<file path="config.mk">
export PLATFORM = sky130hd
export DESIGN_NAME = dff_mem_ctrl_flat
export DESIGN_NICKNAME = d
export VERILOG_FILES = /design/src/rtl/dff_mem_pkg.sv /design/src/rtl/dff_mem_ctrl_if.sv /design/src/rtl/dff_mem_addr_ctr.sv /design/src/rtl/dff_mem_ctrl.sv /design/src/flat_wrapper.sv
export SDC_FILE = /design/constraint.sdc
export NUM_CORES = 1
export LEC_CHECK = 0
export ABC_CLOCK_PERIOD_IN_PS = 1700
export CAP_MARGIN = 20
export CORE_MARGIN = 4
export CORE_UTILIZATION = 40
export DETAILED_ROUTE_END_ITERATION = 16
export GPL_TIMING_DRIVEN = 0
export PLACE_DENSITY_LB_ADDON = 0.3
export SYNTH_ARGS = -nofsm -noshare
export SYNTH_HDL_FRONTEND = slang
export SYNTH_SLANG_ARGS = --single-unit
</file>
<file path="constraint.sdc">
create_clock -name clk -period 1.7 [get_ports clk]
set_input_delay 0.34 -clock clk [delete_from_list [all_inputs] [get_ports clk]]
set_output_delay 0.34 -clock clk [all_outputs]
set_load 0.01 [all_outputs]
</file>
<file path="src/rtl/dff_mem_pkg.sv">
// Shared constants, types and FSM encoding for the DFF RAM controller.
// RAM_BYTES/ADDR_W size the RAM; STROBE_ON/OFF give the active-low levels.
package dff_mem_pkg;

    localparam int RAM_BYTES = 16;
    localparam int ADDR_W    = $clog2(RAM_BYTES);

    localparam logic STROBE_ON  = 1'b0;
    localparam logic STROBE_OFF = 1'b1;

    typedef logic [ADDR_W-1:0] addr_t;

    typedef enum logic [2:0] {
        IDLE,
        WR_WAIT,
        WR_PULSE,
        RD_ISSUE,
        RD_CAP,
        RD_RESP,
        VFY_ISSUE,
        VFY_CAP
    } state_e;

    // RAM_BYTES is a power of two, so a plain increment wraps to 0.
    function automatic addr_t addr_next(input addr_t a);
        return a + addr_t'(1);
    endfunction

endpackage

</file>
<file path="src/rtl/dff_mem_ctrl_if.sv">
// Bus-side handshakes of the DFF RAM controller: request, write and read streams.
// master = CPU/loader side, slave = controller side.
interface dff_mem_ctrl_if;
    import dff_mem_pkg::*;

    logic       req_valid;
    logic       req_ready;
    logic       req_write;
    addr_t      req_addr;
    addr_t      req_len;
    logic       wr_valid;
    logic       wr_ready;
    logic [7:0] wr_data;
    logic       rd_valid;
    logic       rd_ready;
    logic [7:0] rd_data;

    modport master (
        output req_valid, req_write, req_addr, req_len,
        output wr_valid, wr_data, rd_ready,
        input  req_ready, wr_ready, rd_valid, rd_data
    );

    modport slave (
        input  req_valid, req_write, req_addr, req_len,
        input  wr_valid, wr_data, rd_ready,
        output req_ready, wr_ready, rd_valid, rd_data
    );

endinterface

</file>
<file path="src/rtl/dff_mem_addr_ctr.sv">
// Burst address register and beat counter: load on accept, step per beat.
// Ports: clk, rst_n, load/load_addr/load_len, step, addr (RAM mar), last.
module dff_mem_addr_ctr
    import dff_mem_pkg::*;
(
    input  logic  clk,
    input  logic  rst_n,
    input  logic  load,
    input  logic  step,
    input  addr_t load_addr,
    input  addr_t load_len,
    output addr_t addr,
    output logic  last
);

    addr_t cnt;
    addr_t len;

    always_ff @(posedge clk or negedge rst_n) begin
        if (!rst_n) begin
            addr <= '0;
            cnt  <= '0;
            len  <= '0;
        end else if (load) begin
            addr <= load_addr;
            cnt  <= '0;
            len  <= load_len;
        end else if (step) begin
            addr <= addr_next(addr);
            cnt  <= cnt + addr_t'(1);
        end
    end

    assign last = (cnt == len);

endmodule

</file>
<file path="src/rtl/dff_mem_ctrl.sv">
// Burst initiator for the 16-byte DFF RAM; only driver of its mar/ce_n/lr_n.
// Ports: clk, rst_n, bus (req/wr/rd streams), busy, mar, mem_din, mem_dout,
// ce_n, lr_n, verify_err. Define DFF_MEM_VERIFY_EN for write read-back checking.
module dff_mem_ctrl
    import dff_mem_pkg::*;
(
    input  logic          clk,
    input  logic          rst_n,
    dff_mem_ctrl_if.slave bus,
    output logic          busy,
    output addr_t         mar,
    output logic [7:0]    mem_din,
    input  logic [7:0]    mem_dout,
    output logic          ce_n,
    output logic          lr_n,
    output logic          verify_err
);

    state_e state;
    logic   is_wr;
    logic   accept;
    logic   beat_done;
    logic   last;

    // The address register doubles as the registered mar output.
    dff_mem_addr_ctr u_ctr (
        .clk       (clk),
        .rst_n     (rst_n),
        .load      (accept),
        .step      (beat_done),
        .load_addr (bus.req_addr),
        .load_len  (bus.req_len),
        .addr      (mar),
        .last      (last)
    );

    always_comb begin
        accept    = (state == IDLE) && bus.req_valid && bus.req_ready;
        beat_done = 1'b0;
        unique case (1'b1)
            (state == RD_RESP): beat_done = bus.rd_ready;
`ifdef DFF_MEM_VERIFY_EN
            (state == VFY_CAP): beat_done = 1'b1;
`else
            (state == WR_PULSE): beat_done = 1'b1;
`endif
            default: beat_done = 1'b0;
        endcase
    end

    always_ff @(posedge clk or negedge rst_n) begin
        if (!rst_n) begin
            state         <= IDLE;
            is_wr         <= 1'b0;
            ce_n          <= STROBE_OFF;
            lr_n          <= STROBE_OFF;
            mem_din       <= '0;
            bus.rd_data   <= '0;
            bus.rd_valid  <= 1'b0;
            bus.wr_ready  <= 1'b0;
            bus.req_ready <= 1'b1;
            busy          <= 1'b0;
`ifdef DFF_MEM_VERIFY_EN
            verify_err    <= 1'b0;
`endif
        end else begin
            // Strobes default high so each low phase lasts one cycle.
            ce_n <= STROBE_OFF;
            lr_n <= STROBE_OFF;
            unique case (state)
                IDLE: begin
                    if (accept) begin
                        bus.req_ready <= 1'b0;
                        busy          <= 1'b1;
                        is_wr         <= bus.req_write;
`ifdef DFF_MEM_VERIFY_EN
                        verify_err    <= 1'b0;
`endif
                        if (bus.req_write) begin
                            state        <= WR_WAIT;
                            bus.wr_ready <= 1'b1;
                        end else begin
                            state <= RD_ISSUE;
                            ce_n  <= STROBE_ON;
                        end
                    end
                end
                WR_WAIT: begin
                    if (bus.wr_valid) begin
                        bus.wr_ready <= 1'b0;
                        mem_din      <= bus.wr_data;
                        lr_n         <= STROBE_ON;
                        state        <= WR_PULSE;
                    end
                end
                WR_PULSE: begin
`ifdef DFF_MEM_VERIFY_EN
                    state <= VFY_ISSUE;
                    ce_n  <= STROBE_ON;
`endif
                end
`ifdef DFF_MEM_VERIFY_EN
                VFY_ISSUE: state <= VFY_CAP;
                VFY_CAP: begin
                    // mem_din still holds the byte just written.
                    if (mem_dout != mem_din) verify_err <= 1'b1;
                end
`endif
                RD_ISSUE: state <= RD_CAP;
                RD_CAP: begin
                    bus.rd_data  <= mem_dout;
                    bus.rd_valid <= 1'b1;
                    state        <= RD_RESP;
                end
                RD_RESP: begin
                    if (bus.rd_ready) bus.rd_valid <= 1'b0;
                end
                default: state <= IDLE;
            endcase

            // End of a beat overrides the per-state next state.
            if (beat_done) begin
                if (last) begin
                    state         <= IDLE;
                    bus.req_ready <= 1'b1;
                    busy          <= 1'b0;
                end else if (is_wr) begin
                    state        <= WR_WAIT;
                    bus.wr_ready <= 1'b1;
                end else begin
                    state <= RD_ISSUE;
                    ce_n  <= STROBE_ON;
                end
            end
        end
    end

`ifndef DFF_MEM_VERIFY_EN
    assign verify_err = 1'b0;
`endif

endmodule

</file>
<file path="src/flat_wrapper.sv">
// flat-port wrapper written by rule: the top's interface ports become plain ports
module dff_mem_ctrl_flat import dff_mem_pkg::*;
  (clk, rst_n, busy, mar, mem_din, mem_dout, ce_n, lr_n, verify_err, bus_req_valid, bus_req_write, bus_req_addr, bus_req_len, bus_wr_valid, bus_wr_data, bus_rd_ready, bus_req_ready, bus_wr_ready, bus_rd_valid, bus_rd_data);
  dff_mem_ctrl_if bus_i ();
  input  logic clk;
  input  logic rst_n;
  output logic busy;
  output addr_t mar;
  output logic [7:0] mem_din;
  input  logic [7:0] mem_dout;
  output logic ce_n;
  output logic lr_n;
  output logic verify_err;
  input wire logic [$bits(bus_i.req_valid)-1:0] bus_req_valid;
  input wire logic [$bits(bus_i.req_write)-1:0] bus_req_write;
  input wire logic [$bits(bus_i.req_addr)-1:0] bus_req_addr;
  input wire logic [$bits(bus_i.req_len)-1:0] bus_req_len;
  input wire logic [$bits(bus_i.wr_valid)-1:0] bus_wr_valid;
  input wire logic [$bits(bus_i.wr_data)-1:0] bus_wr_data;
  input wire logic [$bits(bus_i.rd_ready)-1:0] bus_rd_ready;
  output wire logic [$bits(bus_i.req_ready)-1:0] bus_req_ready;
  output wire logic [$bits(bus_i.wr_ready)-1:0] bus_wr_ready;
  output wire logic [$bits(bus_i.rd_valid)-1:0] bus_rd_valid;
  output wire logic [$bits(bus_i.rd_data)-1:0] bus_rd_data;
  assign bus_i.req_valid = bus_req_valid;
  assign bus_i.req_write = bus_req_write;
  assign bus_i.req_addr = bus_req_addr;
  assign bus_i.req_len = bus_req_len;
  assign bus_i.wr_valid = bus_wr_valid;
  assign bus_i.wr_data = bus_wr_data;
  assign bus_i.rd_ready = bus_rd_ready;
  assign bus_req_ready = bus_i.req_ready;
  assign bus_wr_ready = bus_i.wr_ready;
  assign bus_rd_valid = bus_i.rd_valid;
  assign bus_rd_data = bus_i.rd_data;
  dff_mem_ctrl u_core (.clk(clk), .rst_n(rst_n), .bus(bus_i), .busy(busy), .mar(mar), .mem_din(mem_din), .mem_dout(mem_dout), .ce_n(ce_n), .lr_n(lr_n), .verify_err(verify_err));
endmodule
</file>
==> impl_metrics.ini <==
[sta]
grt_setup_unrepaired = true
final-max-slew-violation-count = 0
max_slew.worst_pin.slew_ps = 831.2
timing_hold_violations_final = 0
finalClockSkew_ps = 3.284
final_min_period_over_clock_period_pct = 101.8
fin_ws_ps = -30.43
worst_slew_margin_rel_pct = 44.59
timing.hold.ws_ps = 146.3
count_of_final_setup_violators = 1
timing.fmax_ghz = 0.5779
layout_min_cycle_time_ps = 1730

[pwr]
cellPowerDensity_nw_per_um2 = 689.6
swShare_pct = 19.71
p_switching_w = 0.0003423
power.sequential.fraction_pct = 52.0
power.clock.fraction_pct = 42.9
vdd_ir_drop_max_mv = 0.4375
p_leak_nw = 1.155
p_int_w = 0.001395
power.share.combinational_pct = 5.1

[clock_tree]
insertion_delay_of_the_later_clocked_pin_in_the_worst_skew_pair_ps = 290
tritoncts_buffer_count = 5
tritoncts_clock_tree = yes
cts_hold_repair.buffers = 0
clock_sinks = 38
cts-root-buf = clkbuf_8
cts.clk_slew.worst_paths_ps = 70
htree_levels = 2
cts.path.max_buffers = 2

[die]
die_height_um = 72.60
die_width_um = 72.60
std_cell_rows = 23
design.portCount = 57
core-area_um2 = 4029
floorplan.initialDensity_pct = 41.43
floorplan.die_area_um2 = 5270

[run]
cap_viol_max_count = 0

[route]
drt-pass1-iter-count = 4
route.vias.total = 1355
viasPerCell = 4.805
remaining_design_rule_violation_count = 0
drt.antenna.violating_nets = 0
wirelength_um = 3694
avgRoutedWirePerCell_um = 13.10
drtIter0Drc = 75

[placed_design]
routability_congestion_estimate = 0.7462
placement.io_buffers = 55
place_inst = 265
place_worst_setup_slack_ps = -538.3
dp_hpwl_um = 2544

[layout]
area.growth.synth_to_final_pct = 50.90
num_antenna_cells = 0
num-nets-final = 263
multi_input_comb_area_um2 = 693.2
mostFrequentLayoutCells = clkdlybuf4s50_1 (51), nand2_1 (43), dfrtp_1 (34)
n_fill_cell = 350
drive_gt1_share_pct = 20.26
area.sequential_um2 = 955.9
most_common_library_cell_in_the_layout_ignoring_fill_and_taps = clkdlybuf4s50_1
final_cells = 282

[global_routing]
grt_pass1_vias = 1315
maximum_number_of_pins_on_one_net_before_global_route_repair = 39
grt_overflow = 0
global_route_wire_length_before_repair_um = 6154
antenna_found_initial = 0
combined_global_route_utilization_of_all_metal_layers_pct = 14.95

[worst_setup_path]
critPathLaunchType = input port
crit_end_category = register
crit_path_required_time_ps = 1870
crit_chain = clkdlybuf4s50_1 > nand4b_1 > nand2_4 > mux2_4 > a221o_1
cell_at_the_slowest_stage_of_the_critical_path = clkdlybuf4s50_1
timing.setup.critical_path_class = input port to register
timing.critical_path.slowest_cell_delay_ps = 530
critPathBufInv = 1
worst_path_dominant_cell_family = buffers and inverters
critPathMaxFanout = 4
worst_ep_arrival_time_ps = 1900

[logic_synthesis]
postSynthCellCount = 160
netlist_top_cells_area = dfrtp_1 (52%), nand2_1 (9.9%), mux2_2 (6.1%)
postSynthAreaPerCell_um2 = 10.43
synth.yosys.seq_area_share_pct = 57.20
synth_largest_type_area_fraction_pct = 52.47
synth.largest_area_cell = dfrtp_1
synthesis.area_um2 = 1669
synth_cell_type_count = 41
synthesis.nets = 192
synth_warnings = 0
ys_ff_latch = 38

[run_status]
failed_checks = negative setup slack
status = finished with violations

[hold_path]
hold_path_class = input port to async pin
registers in the layout, indices dropped and copies added, names as in the netlist:
| register | flops |
|---|---|
| u_core.u_ctr.cnt | 4 |
| u_core.is_wr | 1 |
| u_core.bus.req_ready | 1 |
| u_core.lr_n | 1 |
| u_core.bus.wr_ready | 1 |
| u_core.bus.rd_data | 8 |
| u_core.ce_n | 1 |
| u_core.u_ctr.addr | 4 |
| u_core.state | 3 |
| u_core.mem_din | 8 |
| u_core.bus.rd_valid | 1 |
| u_core.busy | 1 |
| u_core.u_ctr.len | 4 |
final cells by class:
| cell class | instances | area share (%) |
|---|---|---|
| Timing Repair Buffer | 66 | 25.58 |
| Sequential cell | 38 | 37.95 |
| Clock inverter | 3 | 1.590 |
| Buffer | 4 | 1.391 |
| Clock buffer | 5 | 2.732 |
| Tap cell | 50 | 2.484 |
| Inverter | 5 | 0.7452 |
| Multi-Input combinational cell | 111 | 27.52 |
synthesized netlist by cell type:
cell type	n
a221o_1	2
nand3b_1	1
o21ai_1	1
clkbuf_1	2
nor4b_1	1
buf_2	2
ha_1	2
dfrtp_1	35
or3b_1	1
o211ai_1	2
nor3_1	5
a21oi_1	2
inv_1	4
nor3_2	1
and2_4	1
o21bai_1	1
a21boi_0	1
dfstp_2	3
mux2_2	9
o22a_1	1
xnor2_1	3
nor2_2	1
nand3_1	4
a2111o_1	1
o21a_1	1
conb_1	1
o311ai_0	1
o21ai_0	3
a22oi_1	1
inv_2	1
nor2_1	8
buf_4	2
o22ai_1	1
xor2_1	4
a22o_1	1
nand2_1	44
nand2b_1	2
or2_4	1
nor4_1	1
nand4b_1	1
and3_1	1
logic make-up (layout without fill, tap and decap cells):
group	Yosys count	in the layout	share of synthesized area [%]
AND/OR/NAND/NOR	73	73	19.94
XOR/XNOR	7	7	3.673
multiplexers	9	9	6.072
buffers and inverters	11	83	3.073
AO/OA/AOI/OAI	19	19	8.321
flip-flops	38	38	57.20
other	1	1	0.2247
adder cells (fa/ha/maj)	2	2	1.499
power groups by stage:
| stage | Sequential (W) | Combinational, W | Clock, W |
|---|---|---|---|
| 2_1_floorplan | 0.000921 | 0.00000449 | 0 |
| 3_3_place_gp | 0.000921 | 0.0000906 | 0 |
| 3_5_place_dp | 0.000921 | 0.0000895 | 0 |
| 4_1_cts | 0.000904 | 0.0000901 | 0.000764 |
| 5_1_grt | 0.000903 | 0.0000963 | 0.000809 |
| 6_report | 0.000904 | 0.0000882 | 0.000745 |
worst reg2reg max path: cells and delay by family (launching register included):
kind / cells / cell delay (ps)
simple gates: 2 / 480
flops: 1 / 390
compound gates: 1 / 290
mux: 1 / 300
buf+inv: 1 / 130
metrics by stage:
stage	power (W)	area (um2)	utilization [%]	setup TNS (ps)
after floorplan	0.0009258	1689	-	-12.42
after global placement	0.001012	2302	57.14	-29450
after detailed placement	0.001011	2297	57.02	-8020
after CTS	0.001758	2470	61.30	-10.79
after global routing	0.001808	2519	62.52	-233.3
final	0.001737	2519	62.52	-30.43
layer usage:
layer	global-route usage, %	vias up	share of wire (%)
li1	-	679	-
met3	4.132	8	6.7
met1	20.34	628	47
met5	0	-	0
met2	23.15	40	45
met4	4.918	0	1.4
repair_timing:
item | in CTS | in global routing
cloned | 0 | 0
pin swaps | 2 | 0
endpoints found under the setup margin | 14 | 22
gates resized for setup | 7 | 3
setup buffers | 6 | 5
final timing paths:
| path | slack (ps) | to | startpoint | cells after the start |
|---|---|---|---|---|
| setup / recovery | -30 | u_core.u_ctr.addr[3]$_DFFE_PN0P_ | bus_rd_ready | 5 |
| hold / removal | 150 | u_core.mem_din[5]$_DFFE_PN0P_ | rst_n | 1 |
| setup reg to reg | -20 | u_core.u_ctr.addr[3]$_DFFE_PN0P_ | u_core.state[1]$_DFFE_PN0P_ | 5 |
| hold reg to reg | 470 | u_core.state[1]$_DFFE_PN0P_ | u_core.is_wr$_DFFE_PN0P_ | 1 |
| max in group asynchronous | 970 | u_core.state[2]$_DFFE_PN0P_ | rst_n | 1 |
| min in group clk | 470 | u_core.state[1]$_DFFE_PN0P_ | u_core.is_wr$_DFFE_PN0P_ | 1 |
Note: power is estimated with default switching activity, not from simulation.
